===== src/rtl/noc_pkg.sv =====
// Shared definitions for the mesh ejection endpoint: flit type codes, flit field
// positions, node ID width and the receive FSM state encoding.
package noc_pkg;

  localparam int unsigned NODE_W = 2;
  localparam int unsigned TYPE_W = 2;
  localparam int unsigned LEN_W  = 5;

  localparam int unsigned TYPE_LSB    = 0;
  localparam int unsigned DST_LSB     = 2;
  localparam int unsigned SRC_LSB     = 4;
  localparam int unsigned LEN_LSB     = 6;
  localparam int unsigned PAYLOAD_LSB = 2;

  localparam logic [TYPE_W-1:0] FLIT_IDLE = 2'b00;
  localparam logic [TYPE_W-1:0] FLIT_HEAD = 2'b01;
  localparam logic [TYPE_W-1:0] FLIT_BODY = 2'b10;
  localparam logic [TYPE_W-1:0] FLIT_TAIL = 2'b11;

  typedef enum logic [1:0] {
    StIdle,
    StRecv,
    StDrop
  } eject_state_e;

endpackage


===== src/rtl/noc_eject_fifo.sv =====
// Synchronous FIFO holding reassembled payload words; the head entry is read
// straight from the storage registers and reads as zero while empty.
module noc_eject_fifo #(
  parameter int unsigned Width = 12,
  parameter int unsigned Depth = 4
) (
  input  logic                     clk_i,
  input  logic                     rst_i,
  input  logic                     push_i,
  input  logic [Width-1:0]         wdata_i,
  input  logic                     pop_i,
  output logic [Width-1:0]         rdata_o,
  output logic                     full_o,
  output logic                     empty_o,
  output logic [$clog2(Depth):0]   count_o
);

  localparam int unsigned AddrW = $clog2(Depth);

  logic [Width-1:0] mem_q [Depth];
  logic [AddrW-1:0] wr_ptr_q, wr_ptr_d;
  logic [AddrW-1:0] rd_ptr_q, rd_ptr_d;
  logic [AddrW:0]   count_q, count_d;
  logic             do_push, do_pop;

  assign full_o  = (count_q == (AddrW + 1)'(Depth));
  assign empty_o = (count_q == '0);
  assign do_push = push_i & ~full_o;
  assign do_pop  = pop_i & ~empty_o;
  assign count_o = count_q;
  assign rdata_o = empty_o ? '0 : mem_q[rd_ptr_q];

  // Pointer and occupancy next-state; pointers wrap since Depth is a power of two.
  always_comb begin
    wr_ptr_d = wr_ptr_q;
    rd_ptr_d = rd_ptr_q;
    count_d  = count_q;
    if (do_push) wr_ptr_d = wr_ptr_q + AddrW'(1);
    if (do_pop)  rd_ptr_d = rd_ptr_q + AddrW'(1);
    if (do_push && !do_pop)      count_d = count_q + (AddrW + 1)'(1);
    else if (do_pop && !do_push) count_d = count_q - (AddrW + 1)'(1);
  end

  // Pointer and count registers.
  always_ff @(posedge clk_i) begin
    if (rst_i) begin
      wr_ptr_q <= '0;
      rd_ptr_q <= '0;
      count_q  <= '0;
    end else begin
      wr_ptr_q <= wr_ptr_d;
      rd_ptr_q <= rd_ptr_d;
      count_q  <= count_d;
    end
  end

  // Storage write port; contents need no reset because reads are gated by empty.
  always_ff @(posedge clk_i) begin
    if (do_push) mem_q[wr_ptr_q] <= wdata_i;
  end

endmodule


===== src/rtl/noc_eject_endpoint.sv =====
// Mesh ejection endpoint: checks destination IDs, reassembles head/body/tail
// packets and streams payload words to the processor through a small FIFO.
// Optional statistics ports (drop_count, occupancy) are built when the macro
// NOC_EJECT_STATS_EN is defined.
module noc_eject_endpoint
  import noc_pkg::*;
#(
  parameter int unsigned FLIT_W  = 11,
  parameter int unsigned NODE_ID = 0,
  parameter int unsigned DEPTH   = 4
) (
  input  logic                      clock,
  input  logic                      reset,
  input  logic [FLIT_W-1:0]         in_flit,
  input  logic                      in_valid,
  output logic                      in_ready,
  output logic [FLIT_W-3:0]         out_data,
  output logic [1:0]                out_src,
  output logic                      out_last,
  output logic                      out_valid,
  input  logic                      out_ready,
  output logic [7:0]                pkt_count,
  output logic [2:0]                err_flags
`ifdef NOC_EJECT_STATS_EN
  ,
  output logic [7:0]                drop_count,
  output logic [$clog2(DEPTH):0]    occupancy
`endif
);

  localparam logic [NODE_W-1:0] NodeId = NODE_W'(NODE_ID);
  localparam int unsigned       FifoW  = FLIT_W + 1;

  eject_state_e      state_q, state_d;
  logic [NODE_W-1:0] src_q, src_d;
  logic [LEN_W-1:0]  len_q, len_d;
  logic [LEN_W-1:0]  rx_q, rx_d, rx_inc;
  logic [7:0]        pkt_q, pkt_d;
  logic [2:0]        err_q, err_d;

  logic [TYPE_W-1:0] flit_type;
  logic [NODE_W-1:0] flit_dst, flit_src;
  logic [LEN_W-1:0]  flit_len;
  logic [FLIT_W-3:0] flit_payload;
  logic              xfer;
  logic              push, push_last;

  logic                  fifo_full, fifo_empty;
  logic [$clog2(DEPTH):0] fifo_count;
  logic [FifoW-1:0]      fifo_rdata;

  assign flit_type    = in_flit[TYPE_LSB +: TYPE_W];
  assign flit_dst     = in_flit[DST_LSB +: NODE_W];
  assign flit_src     = in_flit[SRC_LSB +: NODE_W];
  assign flit_len     = in_flit[LEN_LSB +: LEN_W];
  assign flit_payload = in_flit[FLIT_W-1:PAYLOAD_LSB];

  // Only the receive state can be back-pressured; reset forces not-ready.
  assign in_ready = !reset && ((state_q != StRecv) || !fifo_full);
  assign xfer     = in_valid && in_ready;
  assign rx_inc   = (rx_q == '1) ? rx_q : rx_q + LEN_W'(1);

  // Receive FSM next-state, field capture, counters and error flags.
  always_comb begin
    state_d   = state_q;
    src_d     = src_q;
    len_d     = len_q;
    rx_d      = rx_q;
    pkt_d     = pkt_q;
    err_d     = err_q;
    push      = 1'b0;
    push_last = 1'b0;
    if (xfer) begin
      unique case (state_q)
        StRecv: begin
          unique case (flit_type)
            FLIT_HEAD: err_d[1] = 1'b1;
            FLIT_BODY: begin
              push = 1'b1;
              rx_d = rx_inc;
              if (rx_q == len_q) err_d[2] = 1'b1;
            end
            FLIT_TAIL: begin
              push      = 1'b1;
              push_last = 1'b1;
              rx_d      = rx_inc;
              if (rx_inc != len_q) err_d[2] = 1'b1;
              pkt_d   = pkt_q + 8'd1;
              state_d = StIdle;
            end
            default: ;
          endcase
        end
        default: begin
          // Idle and drop share head handling: a head in drop is re-evaluated.
          unique case (flit_type)
            FLIT_HEAD: begin
              if (flit_dst == NodeId) begin
                src_d = flit_src;
                len_d = flit_len;
                rx_d  = '0;
                if (flit_len == '0) begin
                  pkt_d   = pkt_q + 8'd1;
                  state_d = StIdle;
                end else begin
                  state_d = StRecv;
                end
              end else begin
                err_d[0] = 1'b1;
                state_d  = StDrop;
              end
            end
            FLIT_BODY: if (state_q == StIdle) err_d[1] = 1'b1;
            FLIT_TAIL: begin
              if (state_q == StIdle) err_d[1] = 1'b1;
              else                   state_d  = StIdle;
            end
            default: ;
          endcase
        end
      endcase
    end
  end

  // Endpoint state registers.
  always_ff @(posedge clock) begin
    if (reset) begin
      state_q <= StIdle;
      src_q   <= '0;
      len_q   <= '0;
      rx_q    <= '0;
      pkt_q   <= '0;
      err_q   <= '0;
    end else begin
      state_q <= state_d;
      src_q   <= src_d;
      len_q   <= len_d;
      rx_q    <= rx_d;
      pkt_q   <= pkt_d;
      err_q   <= err_d;
    end
  end

  noc_eject_fifo #(
    .Width (FifoW),
    .Depth (DEPTH)
  ) u_fifo (
    .clk_i   (clock),
    .rst_i   (reset),
    .push_i  (push),
    .wdata_i ({push_last, src_q, flit_payload}),
    .pop_i   (out_ready && !fifo_empty),
    .rdata_o (fifo_rdata),
    .full_o  (fifo_full),
    .empty_o (fifo_empty),
    .count_o (fifo_count)
  );

  assign out_valid = (fifo_count != '0);
  assign out_last  = fifo_rdata[FifoW-1];
  assign out_src   = fifo_rdata[FifoW-2 -: 2];
  assign out_data  = fifo_rdata[FLIT_W-3:0];
  assign pkt_count = pkt_q;
  assign err_flags = err_q;

`ifdef NOC_EJECT_STATS_EN
  logic [7:0] drop_q, drop_d;
  logic       misroute;

  assign misroute = xfer && (state_q != StRecv) && (flit_type == FLIT_HEAD) &&
                    (flit_dst != NodeId);

  // Misrouted-head counter, wrapping.
  always_comb begin
    drop_d = drop_q;
    if (misroute) drop_d = drop_q + 8'd1;
  end

  // Drop counter register.
  always_ff @(posedge clock) begin
    if (reset) drop_q <= '0;
    else       drop_q <= drop_d;
  end

  assign drop_count = drop_q;
  assign occupancy  = fifo_count;
`endif

endmodule


===== config.mk =====
export PLATFORM = sky130hd
export DESIGN_NAME = noc_eject_endpoint
export DESIGN_NICKNAME = d
export VERILOG_FILES = /design/src/rtl/noc_pkg.sv /design/src/rtl/noc_eject_fifo.sv /design/src/rtl/noc_eject_endpoint.sv
export SDC_FILE = /design/constraint.sdc
export NUM_CORES = 1
export LEC_CHECK = 0
export CAP_MARGIN = 20
export CORE_MARGIN = 2
export CORE_UTILIZATION = 39
export CTS_BUF_LIST = sky130_fd_sc_hd__clkbuf_8
export DETAILED_ROUTE_END_ITERATION = 10
export PLACE_DENSITY_LB_ADDON = 0.2
export SLEW_MARGIN = 10
export SYNTH_ARGS = -nofsm -noshare
export SYNTH_HDL_FRONTEND = slang
export SYNTH_SLANG_ARGS = --single-unit

===== constraint.sdc =====
create_clock -name clock -period 6.2 [get_ports clock]
set_input_delay 0.93 -clock clock [delete_from_list [all_inputs] [get_ports clock]]
set_output_delay 0.93 -clock clock [all_outputs]
set_load 0.02 [all_outputs]

==> impl_results.md <==
- Fmax: 0.288 GHz
- Leak Pwr: 1.49 nW
- Initial Util: 0.401
- Initial antenna violation count: 0
- Sequential fraction of the synthesis area: 0.575
- WHS: 0.484 ns
- RSZ-0062 raised after global routing: false
- Slew Limit Fails: 0
- Final nets: 352
- Mean post-synth cell area: 12.7 sq um
- Core area: 0.00920 sq mm
- H-tree depth: 3
- Ports: 40
- Synth top area cells: edfxtp_1 39%, dfxtp_1 18%, mux4_2 7.3%
- FF-to-FF path depth: 8
- Fraction of layout instances using a drive strength above 1: 0.123
- PostCTS Resize Cnt: 0
- Initial DRC count: 143
- WS Path Type: register to output pin
- Rows: 35
- TritonCTS clock tree: built
- Pin count of the biggest net entering global routing: 37
- First-pass GRT wire length: 11.9 mm
- CTS Root Cell: clkbuf_8
- VDD IR max: 0.105 mV
- Final hold violations: 0
- Post-Syn Instances: 290
- Mean number of vias per cell: 5.24
- Port-buffer cells: 39
- Gr usage total: 0.152
- Mapped Area: 0.00369 sq mm
- Data required, critical path: 5.27 ns
- Vias: 2331
- Synth cell types: 47
- Synth warn: 0
- Die Y: 101 um
- Max Clock Skew: 0.0115 ns
- First-pass iteration count of the detailed router: 5
- TritonCTS Buffers: 9
- Power Density: 290 mW/mm^2
- Cts hold-fix bufs: 0
- Status: finished clean
- Area delta synth->final: 17.7%
- Yosys reg bits: 82
- Top fanout value on the critical path: 12
- Die X-Extent: 101 um
- Yosys top cell area share: 0.390
- Cell total after placement: 429
- Period minus WS final: 3.47 ns
- TritonCTS Sinks: 82
- Wire per inst: 16.1 um
- Slew of the pin with the lowest slew margin: 0.832 ns
- Non-Filler Instances: 445
- Routed WL: 7.16 mm
- Headroom to the max-slew limit: 0.445
- Final ANT Viol Nets: 0
- Final setup TNS: 0 ns
- CP Launch Type: register
- Final cycle utilization of the critical path: 0.560
- Worst Path Arrival: 2.54 ns
- Diode count: 0
- Die footprint: 0.0103 sq mm
- Final setup viols: 0
- Worst hold path class: register to register
- CP Capture Type: output pin
- Routability cong.: 0.780
- Gr ovfl total: 0
- MaxCap Viol Count: 0
- # DRC: 0
- CTS clk-pin slew, worst paths: 0.09 ns
- Leading area contributor after synthesis: edfxtp_1
- Post CTS Setup Buffer Count: 0
- Vias in the first global route: 2369
- Clk_lat worst skew: 0.36 ns
- Dpl hpwl: 4.78 mm
- Synth Net Count: 313
- WHS Path Cells: 2
- CTS Buffer Depth: 2
registers in the layout, summed over array words and instances, names as in the netlist, named ones only:
name	flops
err_flags	3
len_q	5
pkt_count	8
rx_q	5
src_q	2
state_q	2
u_fifo.count_o	3
u_fifo.mem_q	48
u_fifo.rd_ptr_q	2
u_fifo.wr_ptr_q	2
worst max-delay path, cell delays in order, from the launching register on:
cell and delay, ns:
dfxtp_1 0.87, mux4_2 0.62, and2_1 0.17, clkdlybuf4s50_1 0.53
logic make-up after synthesis:
family,count (synthesis),share of synthesized area
mux,21,0.0979
buf+inv,17,0.0295
compound gates,45,0.0790
xor+xnor,16,0.0380
flops,82,0.575
simple gates,101,0.152
fa+ha+maj,8,0.0291
Yosys cell counts (all sizes together):
master and count:
mux2i 8, nor4b 1, dfxtp 34, a21oi 22, o21ai 12, edfxtp 48
nand2 9, a21boi 2, inv 3, a221o 1, or3 9, or4 1
nor2 27, o31a 1, a31oi 3, o211ai 1, nor4 3, and2 20
and3b 1, buf 7, nand4 2, clkinvlp 1, nand2b 1, and3 3
nor3b 3, o2111ai 1, nand3 10, nor3 3, mux2 1, or2b 1
nor2b 4, clkbuf 6, xnor2 5, ha 7, fa 1, a211oi 2
xor2 11, mux4 12, nand3b 2, and2b 1
placed cells by master (no fill, tap or decap), types with 9 or more instances in the layout:
cell type / n
and2_1: 19
nand2_1: 9
mux4_2: 12
nor2_1: 27
dfxtp_1: 34
clkbuf_8: 9
edfxtp_1: 48
clkdlybuf4s50_1: 39
xor2_1: 11
o21ai_0: 11
a21oi_1: 22
nand3_1: 10
or3_1: 9
worst paths after layout:
path / from / to / slack, ns
setup / recovery: register / out_src[0] / 2.73
setup reg to reg: u_fifo.count_o[0] / u_fifo.count_o[2] / 3.70
hold / removal: err_flags[1] / err_flags[1] / 0.48
hold reg to reg: err_flags[1] / err_flags[1] / 0.48
report_power, final:
| group | total [W] | switching, W | internal (W) | leakage (nW) |
|---|---|---|---|---|
| logic | 0.000258 | 0.000129 | 0.000129 | 0.700 |
| registers | 0.000610 | 0.0000226 | 0.000587 | 0.699 |
| clock network | 0.000394 | 0.000205 | 0.000189 | 0.0962 |
| total | 0.00126 | 0.000356 | 0.000904 | 1.49 |
stage by stage:
step / instance area (sq um) / utilization / setup slack [ns] / total power (W)
after detailed placement: 4140 / 0.451 / 2.60 / 0.000885
after CTS: 4340 / 0.472 / 2.62 / 0.00128
after floorplan: 3690 / - / 3.26 / 0.000775
after global routing: 4340 / 0.472 / 2.54 / 0.00132
after global placement: 4140 / 0.451 / 2.66 / 0.000880
final: 4340 / 0.472 / 2.73 / 0.00126
final cells by class:
class / count / area (sq um)
clock buffers: 9 / 124
repair buffers: 41 / 405
fillers: 843 / 4850
multi-input cells: 191 / 1460
flip-flops and latches: 82 / 2120
inverters: 4 / 16.3
well taps: 111 / 139
clock inverters: 7 / 76.3
metal layers:
layer	vias to the layer above	wire length [um]	GRT usage
met5	-	0	0
met4	0	116	0.0624
met3	9	248	0.0290
met2	44	3340	0.248
met1	1132	3450	0.201
li1	1146	-	-
Note: power is estimated with default switching activity, not from simulation.
